[src/rtl/debounce_pkg.sv]
// rtl/debounce_pkg.sv - shared types, defaults and width helper for the debounce scheduler
// Purpose : event FSM state type, default tick/sample constants, index-width function.
// Ports   : none (package).
package debounce_pkg;

    localparam int N_SW_DEF     = 4;
    localparam int SAMPLES_DEF  = 4;
    localparam int TICK_DIV_DEF = 50000;   // 50 MHz system clock -> 1 ms sample tick

    typedef enum logic {
        ST_IDLE,
        ST_PRESENT
    } ev_state_t;

    // Index width for n items; never less than one bit so a single switch still has an id.
    function automatic int id_width(input int n);
        return (n > 1) ? $clog2(n) : 1;
    endfunction

endpackage

[src/rtl/debounce_scheduler_if.sv]
// rtl/debounce_scheduler_if.sv - event handshake bundle between scheduler and consumer
// Purpose : groups the valid/ack event channel and the sticky overrun flag.
// Ports   : master = scheduler side (drives EvValid/EvId/EvLevel/EvOverrun, takes EvAck)
//           slave  = consumer side (takes the event, drives EvAck)
interface debounce_scheduler_if #(
    parameter int N_SW = 4
);
    import debounce_pkg::*;

    localparam int ID_W = id_width(N_SW);

    logic            EvValid;
    logic [ID_W-1:0] EvId;
    logic            EvLevel;
    logic            EvAck;
    logic            EvOverrun;

    modport master (
        output EvValid,
        output EvId,
        output EvLevel,
        output EvOverrun,
        input  EvAck
    );

    modport slave (
        input  EvValid,
        input  EvId,
        input  EvLevel,
        input  EvOverrun,
        output EvAck
    );

endinterface

[src/rtl/event_rr_arb.sv]
// rtl/event_rr_arb.sv - combinational round-robin select over pending switch events
// Purpose : picks the first set pend bit at or after rr_ptr, wrapping past N_SW-1.
// Ports   : pend    - pending-event bits, one per switch
//           rr_ptr  - search start index (always < N_SW)
//           grant   - index of the selected switch (0 when nothing pending)
//           any_req - at least one pend bit set
module event_rr_arb
    import debounce_pkg::*;
#(
    parameter int N_SW = 4,
    parameter int ID_W = id_width(N_SW)
) (
    input  logic [N_SW-1:0] pend,
    input  logic [ID_W-1:0] rr_ptr,
    output logic [ID_W-1:0] grant,
    output logic            any_req
);

    always_comb begin : sel
        int   j;
        logic found;
        grant   = '0;
        any_req = |pend;
        found   = 1'b0;
        j       = 0;
        for (int k = 0; k < N_SW; k++) begin
            j = int'(rr_ptr) + k;
            if (j >= N_SW) begin
                j = j - N_SW;
            end
            if (!found && pend[j]) begin
                found = 1'b1;
                grant = j[ID_W-1:0];
            end
        end
    end

endmodule

[src/rtl/debounce_scheduler.sv]
// rtl/debounce_scheduler.sv - multi-switch 4-of-4 debouncer with round-robin event delivery
// Purpose : synchronises N_SW switches, samples them on a divided tick, filters each with
//           all-agree history, queues level changes and hands them out one at a time.
// Ports   : Clk, Rst  - clock, synchronous active-high reset
//           Enable    - 0 freezes tick counter, histories and debounced levels
//           SwIn      - raw switch levels
//           SwOutDB   - debounced levels
//           Tick      - one-cycle pulse at each sample instant
//           ev        - event channel (EvValid/EvId/EvLevel/EvAck/EvOverrun)
module debounce_scheduler
    import debounce_pkg::*;
#(
    parameter int N_SW     = N_SW_DEF,
    parameter int SAMPLES  = SAMPLES_DEF,
    parameter int TICK_DIV = TICK_DIV_DEF
) (
    input  logic                  Clk,
    input  logic                  Rst,
    input  logic                  Enable,
    input  logic [N_SW-1:0]       SwIn,
    output logic [N_SW-1:0]       SwOutDB,
    output logic                  Tick,
    debounce_scheduler_if.master  ev
);

    localparam int ID_W  = id_width(N_SW);
    localparam int CNT_W = $clog2(TICK_DIV);

    logic [N_SW-1:0]    sync_q1;
    logic [N_SW-1:0]    sync_q2;
    logic [CNT_W-1:0]   tick_cnt;
    logic [SAMPLES-1:0] hist [N_SW];
    logic [N_SW-1:0]    db_next;
    logic [N_SW-1:0]    chg;
    logic [N_SW-1:0]    clr;
    logic [N_SW-1:0]    pend;
    logic [ID_W-1:0]    rr_ptr;
    logic [ID_W-1:0]    grant;
    logic [ID_W-1:0]    ev_id;
    logic               any_req;
    logic               ev_valid;
    logic               overrun;
    ev_state_t          state;

    // Two-flop synchroniser; reset so nothing stale survives a mid-run reset.
    always_ff @(posedge Clk) begin
        if (Rst) begin
            sync_q1 <= '0;
            sync_q2 <= '0;
        end else begin
            sync_q1 <= SwIn;
            sync_q2 <= sync_q1;
        end
    end

    // Tick is decoded from the counter so it lines up with the wrap cycle exactly.
    assign Tick = Enable && (tick_cnt == CNT_W'(TICK_DIV - 1));

    always_ff @(posedge Clk) begin
        if (Rst) begin
            tick_cnt <= '0;
        end else if (Enable) begin
            tick_cnt <= Tick ? '0 : tick_cnt + 1'b1;
        end
    end

    // Decision uses the history before this tick's shift, giving SAMPLES+1 ticks of latency.
    always_comb begin
        db_next = SwOutDB;
        for (int i = 0; i < N_SW; i++) begin
            if (&hist[i]) begin
                db_next[i] = 1'b1;
            end else if (~|hist[i]) begin
                db_next[i] = 1'b0;
            end
        end
    end

    assign chg = Tick ? (db_next ^ SwOutDB) : '0;

    always_comb begin
        clr = '0;
        if (state == ST_PRESENT && ev.EvAck) begin
            clr[ev_id] = 1'b1;
        end
    end

    always_ff @(posedge Clk) begin
        if (Rst) begin
            for (int i = 0; i < N_SW; i++) begin
                hist[i] <= '0;
            end
            SwOutDB <= '0;
        end else if (Tick) begin
            for (int i = 0; i < N_SW; i++) begin
                hist[i] <= {hist[i][SAMPLES-2:0], sync_q2[i]};
            end
            SwOutDB <= db_next;
        end
    end

    // A new change beats an ack on the same switch; overrun only when the old event is
    // still outstanding and not being retired this cycle.
    always_ff @(posedge Clk) begin
        if (Rst) begin
            pend    <= '0;
            overrun <= 1'b0;
        end else begin
            pend    <= (pend & ~clr) | chg;
            overrun <= overrun | (|(chg & pend & ~clr));
        end
    end

    event_rr_arb #(
        .N_SW (N_SW),
        .ID_W (ID_W)
    ) u_arb (
        .pend    (pend),
        .rr_ptr  (rr_ptr),
        .grant   (grant),
        .any_req (any_req)
    );

    always_ff @(posedge Clk) begin
        if (Rst) begin
            state    <= ST_IDLE;
            ev_valid <= 1'b0;
            ev_id    <= '0;
            rr_ptr   <= '0;
        end else begin
            case (state)
                ST_IDLE: begin
                    if (any_req) begin
                        ev_id    <= grant;
                        ev_valid <= 1'b1;
                        state    <= ST_PRESENT;
                    end
                end
                ST_PRESENT: begin
                    if (ev.EvAck) begin
                        ev_valid <= 1'b0;
                        rr_ptr   <= (ev_id == ID_W'(N_SW - 1)) ? '0 : ev_id + 1'b1;
                        state    <= ST_IDLE;
                    end
                end
                default: begin
                    state    <= ST_IDLE;
                    ev_valid <= 1'b0;
                end
            endcase
        end
    end

    assign ev.EvValid   = ev_valid;
    assign ev.EvId      = ev_id;
    // Live level of the presented switch so the consumer sees any change made since grant.
    assign ev.EvLevel   = ev_valid & SwOutDB[ev_id];
    assign ev.EvOverrun = overrun;

endmodule

[src/flat_wrapper.sv]
// flat-port wrapper written by rule: the top's interface ports become plain ports
module debounce_scheduler_flat import debounce_pkg::*;
#(
    parameter int N_SW     = N_SW_DEF,
    parameter int SAMPLES  = SAMPLES_DEF,
    parameter int TICK_DIV = TICK_DIV_DEF
)
  (Clk, Rst, Enable, SwIn, SwOutDB, Tick, ev_EvValid, ev_EvId, ev_EvLevel, ev_EvOverrun, ev_EvAck);
  debounce_scheduler_if #(.N_SW(N_SW)) ev_i ();
  input  logic Clk;
  input  logic Rst;
  input  logic Enable;
  input  logic [N_SW-1:0] SwIn;
  output logic [N_SW-1:0] SwOutDB;
  output logic Tick;
  output wire logic [$bits(ev_i.EvValid)-1:0] ev_EvValid;
  output wire logic [$bits(ev_i.EvId)-1:0] ev_EvId;
  output wire logic [$bits(ev_i.EvLevel)-1:0] ev_EvLevel;
  output wire logic [$bits(ev_i.EvOverrun)-1:0] ev_EvOverrun;
  input wire logic [$bits(ev_i.EvAck)-1:0] ev_EvAck;
  assign ev_EvValid = ev_i.EvValid;
  assign ev_EvId = ev_i.EvId;
  assign ev_EvLevel = ev_i.EvLevel;
  assign ev_EvOverrun = ev_i.EvOverrun;
  assign ev_i.EvAck = ev_EvAck;
  debounce_scheduler #(.N_SW(N_SW), .SAMPLES(SAMPLES), .TICK_DIV(TICK_DIV)) u_core (.Clk(Clk), .Rst(Rst), .Enable(Enable), .SwIn(SwIn), .SwOutDB(SwOutDB), .Tick(Tick), .ev(ev_i));
endmodule
[config.mk]
export PLATFORM = sky130hd
export DESIGN_NAME = debounce_scheduler_flat
export DESIGN_NICKNAME = d
export VERILOG_FILES = /design/src/rtl/debounce_pkg.sv /design/src/rtl/debounce_scheduler_if.sv /design/src/rtl/event_rr_arb.sv /design/src/rtl/debounce_scheduler.sv /design/src/flat_wrapper.sv
export SDC_FILE = /design/constraint.sdc
export NUM_CORES = 1
export LEC_CHECK = 0
export ABC_AREA = 1
export ABC_CLOCK_PERIOD_IN_PS = 1900
export CAP_MARGIN = 20
export CORE_MARGIN = 8
export CORE_UTILIZATION = 35
export CTS_BUF_LIST = sky130_fd_sc_hd__clkbuf_4
export DETAILED_ROUTE_END_ITERATION = 16
export MAX_ROUTING_LAYER = met4
export PLACE_DENSITY = 0.64
export SLEW_MARGIN = 20
export SYNTH_ARGS = -nofsm -noshare
export SYNTH_HDL_FRONTEND = slang
export SYNTH_SLANG_ARGS = --single-unit
[constraint.sdc]
create_clock -name Clk -period 1.9 [get_ports Clk]
set_input_delay 0.19 -clock Clk [delete_from_list [all_inputs] [get_ports Clk]]
set_output_delay 0.19 -clock Clk [all_outputs]
set_load 0.02 [all_outputs]
==> impl_results.md, run 1 <==
* Clock Path Buffers at 2
* Switching power at 434.4 uW
* # IOs at 18
* Crit path cell chain: ha_1, nand2_1, inv_2, nand4_4, nor2_8, clkdlybuf4s15_2
* Starting DRT DRC Count at 58
* Cell Pwr Density at about 590 mW/mm^2
* Synth top area share at 27.81%
* Multi-input logic area at roughly 0.0012 sq mm
* Commonest non-fill, non-tap cell in the layout: nand2_1
* Critical Path Sink Type: output port
* EDFF count, synth at 16
* Post-layout min period at roughly 1.8 ns
* Clock Power Share at 28.1%
* Final Util at 41.00%
* Clock slew at reported path FFs at 0.15 ns
* Initial Utilization at a little over a third
* Post-DP Area at approximately 0.0031 sq mm
* Post-synthesis xor/xnor area fraction at 1.827%
* Port buffer count at 17
* Fin cells at 501
* Routed vias at 2333
* Die Wd at 105.6 um
* Root buf cell: clkbuf_4
* Synth Area in Adders at 2.228%
* Routed WL at 5459 um
* Internal at approximately 1400 uW
* GPL Wtd Cong at 0.8337
* Sw frac at 23.27%
* Commonest non-fill, non-tap cells in the layout: nand2_1 (67), inv_1 (66), nor2_1 (52)
* Layout cells sized above 1 at 10.53%
* Largest stage delay on the critical path at between 0.3 and 0.4 ns
* Synth Area in Compound Gates at 9.225%
* Rel. slew slack at 67.30%
* DRC at 0
* Netlist cell types at 38
* Core box area at 0.007767 sq mm
* Full die area at about 0.011 sq mm
* Layout Skew at roughly 0.0063 ns
* Register area at between 0.001 and 0.0015 sq mm
* Mean Syn Cell Area at 7.507 sq um
* Clk sinks at 55
* CTS tree: built
* Type of origin of the critical path: flop
* Yosys top cell by area: dfxtp_1
* Final setup viols at 0
* Total CTS buffers at 5
* Max_cap viols at 0
* Vias in the first global route at between 2k and 2.5k
* GRT overflow at 0
* Sequential Power Share at 67.0%
* CP Data Arrival Time at 1.62 ns
* Design area at 0.003184 sq mm
* Worst setup path category: reg2out
* Req. time, crit path at 1.71 ns
* Pins over their slew limit at 0
* Synthesized cell area at 0.002808 sq mm
* Initial antenna violation count at 0
* Hold Fails Final Rpt at 0
* RSZ-0062 raised after global routing: no
* First-pass GRT wire length at about 9600 um
* DR WL/cell at around 11 um
* First element of the critical path: u_core.tick_cnt[1]
* Cells after DPL at a little under 500
* Diode count at 0
* Simple-gate share of the synthesized area at 29.86%
* Hold Path Class: in2reg
* H-tree depth at 2
* Seq cells post-synth at 55
* Status: finished, final reports clean
* Ys flop type: dfxtp_1
* Period utilization at ~95%
* First drt pass iteration count at 4
* Largest family of logic cells by synthesized area: simple AND/OR/NAND/NOR gates
* Largest cells by area after synthesis: dfxtp_1 (28%), edfxtp_1 (17%), inv_1 (9.1%)
* Die height at ~110 um
* Synth Warn # at 0
* Row cnt at 32
* Reg2reg start: u_core.tick_cnt[1]
* Fmax achieved at approximately 550 MHz
* Post-synthesis sequential area ratio at around 45%
* Mux cell area share after synthesis at 0%
* Max VDD drop at 0.2511 mV
* Final ANT Viol Nets at 0
* Final net count at roughly 400
* Worst Hold Slack at about 0.30 ns
* Worst-Skew Late Latency at 0.38 ns
* Setup TNS Final at 0 ns
* Critical path's top delay family: flip-flops
* Detailed Place HPWL at 4098 um
* Worst hold start: SwIn[0]
* WP buf/inv at 2
* Ys async rst share at 0%
* Largest net degree at the start of global routing at 30
* Cells after Synth at 374
* CP max FO at 4
* Synthesis-to-finish area growth at 13.41%
* Slew @ Worst Pin at 0.4898 ns
* Post-Syn Nets at roughly 390
* Comb power frac at 5.0%
* Filler cell count at 803
* Slowest stage cell, crit path: dfxtp_2
* Overall Global Routing Usage at 10.67%
* Pleak at 0.001374 uW
* Vias per inst at 4.657
-- repair_timing --
action / in CTS / in global routing
setup endpoints to repair: 2 / 2
resized for setup: 7 / 6
hold endpoints to repair: 0 / 0
buffers inserted: 0 / 0
hold buffers: 0 / 0
pin swaps: 0 / 0
-- final timing paths --
| path | slack [ns] | cells past startpoint | to |
|---|---|---|---|
| worst max-delay path | 0.09 | 6 | Tick |
| worst min-delay path | 0.30 | 3 | u_core.sync_q1[0] |
| worst max register to register | 0.23 | 11 | u_core.tick_cnt[10] |
| worst min register to register | 0.41 | 2 | u_core.sync_q2[2] |
-- final cells by class --
| type | count | area share (%) |
|---|---|---|
| clock buffers | 6 | 1.415 |
| clock inverters | 2 | 0.3929 |
| inverters | 75 | 8.841 |
| multi-input cells | 237 | 38.31 |
| flip-flops and latches | 55 | 39.76 |
| well taps | 102 | 4.008 |
| repair buffers | 24 | 7.269 |
-- worst register-to-register path: cells and delay by family, from the launching register on --
kind / cells / cell delay [ns]
simple gates: 5 / 0.51
buf+inv: 3 / 0.39
flops: 1 / 0.38
fa+ha+maj: 1 / 0.16
compound gates: 2 / 0.13
-- logic make-up after synthesis --
logic type               count (synthesis)
AND/OR/NAND/NOR                        179
flip-flops                              55
AO/OA/AOI/OAI                           48
adder cells (fa/ha/maj)                  5
buffers and inverters                   82
XOR/XNOR                                 5
-- per-stage QoR --
step / setup slack [ns] / power (uW)
final: 0.09406 / 1867
after global routing: 0.008023 / 1944
after CTS: 0.02444 / 1886
after detailed placement: 0.02027 / 1369
after global placement: 0.02195 / 1366
after floorplan: 0.1564 / 1326
-- power by group through the flow --
stage | logic, uW | clock network (uW) | registers (uW)
after floorplan | 53.7 | 0 | 1270
after global placement | 92.7 | 0 | 1270
after detailed placement | 93.5 | 0 | 1280
after CTS | 93.8 | 542 | 1250
after global routing | 105 | 584 | 1250
final | 93.2 | 524 | 1250
-- Yosys cell counts (2+ instances only) --
master     n
a211oi_1   2
a21oi_1   19
a31oi_1    2
and2_1     3
buf_6      3
clkinv_1   2
dfxtp_1   39
edfxtp_1  16
ha_1       5
inv_1     68
inv_2      5
nand2_1   67
nand2_2    3
nand3_1   21
nand4_1   12
nor2_1    52
nor2_2     2
nor3_1    10
nor3b_1    2
o21ai_0   18
o22ai_1    4
xnor2_1    2
xor2_1     2
-- state kept, by name, summed over array words and instances, names as in the netlist --
register             flops
u_core.ev.EvValid        1
u_core.hist             16
u_core.sync_q1           4
u_core.ev.EvOverrun      1
u_core.SwOutDB           4
u_core.tick_cnt         16
u_core.sync_q2           4
u_core.pend              4
u_core.state             1
u_core.ev.EvId           2
u_core.rr_ptr            2
-- metal layers --
| metal | track usage [%] | routed length, um | up-vias |
|---|---|---|---|
| li1 | - | - | 1235 |
| met3 | 2.375 | 192 | 8 |
| met1 | 12.19 | 2625 | 1058 |
| met5 | - | 0 | - |
| met4 | 3.920 | 84 | 0 |
| met2 | 17.94 | 2557 | 32 |
No activity file was read; power rests on OpenSTA's default activity.
==> run 2: changes to the inputs <==
--- a/config.mk
+++ b/config.mk
@@ -6,14 +6,15 @@
 export NUM_CORES = 1
 export LEC_CHECK = 0
 export ABC_AREA = 1
-export ABC_CLOCK_PERIOD_IN_PS = 1900
+export ABC_CLOCK_PERIOD_IN_PS = 2100
 export CAP_MARGIN = 20
 export CORE_MARGIN = 8
 export CORE_UTILIZATION = 35
 export CTS_BUF_LIST = sky130_fd_sc_hd__clkbuf_4
 export DETAILED_ROUTE_END_ITERATION = 16
+export DONT_BUFFER_PORTS = 1
 export MAX_ROUTING_LAYER = met4
-export PLACE_DENSITY = 0.64
+export PLACE_DENSITY = 0.59
 export SLEW_MARGIN = 20
 export SYNTH_ARGS = -nofsm -noshare
 export SYNTH_HDL_FRONTEND = slang
==> constraint.sdc (replaced) <==
create_clock -name Clk -period 2.1 [get_ports Clk]
set_input_delay 0.21 -clock Clk [delete_from_list [all_inputs] [get_ports Clk]]
set_output_delay 0.21 -clock Clk [all_outputs]
set_load 0.02 [all_outputs]
==> run 2 against run 1 <==
Effect of this change: sequential share of layout area grew 1.7 points; hold slack worse by 0.22 ns; combinational power shrank 22%; wire length grew 2.3%; global-route usage grew 0.23 points; clock skew rose by 0.019 ns; via count shrank 3.3%; critical path depth fell by 2; sequential power is 9.6% lower; clock-buffer cell count is 1 lower; final cell count is 3.0% lower; critical path type unchanged; largest power group unchanged.
==> impl_results.md, run 2 (synthesis results as in run 1) <==
* Commonest non-fill, non-tap cells in the layout: inv_1 (68), nand2_1 (67), nor2_1 (52)
* Post-layout min period at 1.876 ns
* Clk sinks at 55
* Pins over their slew limit at 0
* Largest stage delay on the critical path at between 0.5 and 0.6 ns
* Design area at roughly 0.0030 sq mm
* Root buf cell: clkbuf_4
* Final setup viols at 0
* Type of origin of the critical path: flop
* Fmax achieved at 532.9 MHz
* Layout Skew at 0.02531 ns
* H-tree depth at 2
* Largest registers: u_core.hist x16, u_core.tick_cnt x16
* Detailed Place HPWL at about 4100 um
* Clock slew at reported path FFs at 0.18 ns
* Post-DP Area at 0.002902 sq mm
* Crit path cell chain: inv_1, a21oi_1, o21ai_0, a21oi_2
* Core box area at about 0.0078 sq mm
* Die height at 105.6 um
* RSZ-0062 raised after global routing: no
* Worst setup path category: reg2out
* Worst Hold Slack at about 0.080 ns
* Commonest non-fill, non-tap cell in the layout: inv_1
* Status: finished, final reports clean
* Worst hold start: Enable
* Hold Fails Final Rpt at 0
* Worst reg2reg setup slack at 0.28 ns
* Routed WL at 5587 um
* DR WL/cell at between 10 and 15 um
* First drt pass iteration count at 4
* Initial antenna violation count at 0
* Synthesis-to-finish area growth at 8.512%
* Routed vias at roughly 2.3k
* Slew @ Worst Pin at 0.7937 ns
* Register area at ~0.0013 sq mm
* Slowest stage cell, crit path: dfxtp_1
* CTS tree: built
* Clock Path Buffers at 2
* GPL Wtd Cong at 0.7985
* Reg2reg start: u_core.tick_cnt[3]
* DRC at 0
* Setup TNS Final at 0 ns
* Die Wd at 105.6 um
* Starting DRT DRC Count at 74
* First-pass GRT wire length at 9818 um
* Period utilization at 89.36%
* Vias in the first global route at 2167
* Filler cell count at 821
* Pleak at 0.001332 uW
* WP buf/inv at 1
* R2r worst-path depth at 6
* Port buffer count at 0
* R2r endpoint: u_core.tick_cnt[13]
* Critical Path Sink Type: output port
* Final net count at 396
* Hold Crit Endpoint: u_core.tick_cnt[6]
* Hold Path Class: in2reg
* Rel. slew slack at a little under half
* Total CTS buffers at 5
* Vias per inst at approximately 4.6
* Full die area at 0.01114 sq mm
* Initial Utilization at around 36%
* Diode count at 0
* Overall Global Routing Usage at 10.90%
* CP Data Arrival Time at around 1.7 ns
* GRT overflow at 0
* # IOs at 18
* Max VDD drop at 0.2498 mV
* Largest net degree at the start of global routing at 27
* Hold Path Stages at 3
* Cell Pwr Density at 553.1 mW/mm^2
* Multi-input logic area at 0.001220 sq mm
* Layout cells sized above 1 at 8.073%
* Max_cap viols at 0
* Worst-Skew Late Latency at 0.39 ns
* Row cnt at 32
* Final ANT Viol Nets at 0
* Critical path's top delay family: flip-flops
* Final Util at 39.22%
* Req. time, crit path at 1.89 ns
* CP max FO at 6
-- run 2: metrics by stage --
step	power, uW	instances	setup slack [ns]
2_1_floorplan	1199	374	0.3564
3_3_place_gp	1209	470	0.4210
3_5_place_dp	1210	470	0.3622
4_1_cts	1710	485	0.005605
5_1_grt	1762	486	0.06856
6_report	1685	486	0.2235
-- run 2: worst min-delay path, cell delays in order --
cell and delay (ns):
nand2_1 0.08, xor2_1 0.07, nor2_1 0.08
-- run 2: routing by layer --
metal,GRT usage (%),vias up,wire length (um)
met5,-,-,0
met4,4.121,0,62
met3,2.801,7,237
met2,17.18,24,2536
met1,13.13,1013,2750
li1,-,1211,-
-- run 2: worst max path at each step --
stage | start | endpoint | slack (ns) | cells after the start
3_3_place_gp | u_core.tick_cnt[0] | u_core.hist[0][7] | 0.42 | 8
6_report | u_core.ev.EvId[1] | ev_EvLevel | 0.22 | 4
5_1_grt | u_core.ev.EvId[1] | ev_EvLevel | 0.07 | 4
4_1_cts | u_core.ev.EvId[0] | ev_EvLevel | 0.006 | 4
3_5_place_dp | u_core.tick_cnt[0] | u_core.hist[0][7] | 0.36 | 8
2_1_floorplan | u_core.tick_cnt[0] | u_core.hist[0][0] | 0.36 | 8
-- run 2: repair_timing --
action,CTS,global route
endpoints found under the hold margin,23,1
buffers inserted,0,0
endpoints found under the setup margin,0,2
gates resized for setup,0,3
hold buffers,7,1
-- run 2: final cells by class --
| cell class | count | area share (%) |
|---|---|---|
| flip-flops and latches | 55 | 41.44 |
| inverters | 75 | 9.240 |
| clock buffers | 5 | 1.232 |
| well taps | 102 | 4.189 |
| multi-input cells | 237 | 40.04 |
| repair buffers | 9 | 3.285 |
| clock inverters | 3 | 0.5749 |
-- run 2: report_power, final --
group          internal [uW]  switching (uW)  total (uW)  leakage [uW]
clock                    131             349         481     0.0000357
sequential              1120            14.3        1130      0.000469
combinational           27.5            45.4        72.9      0.000828
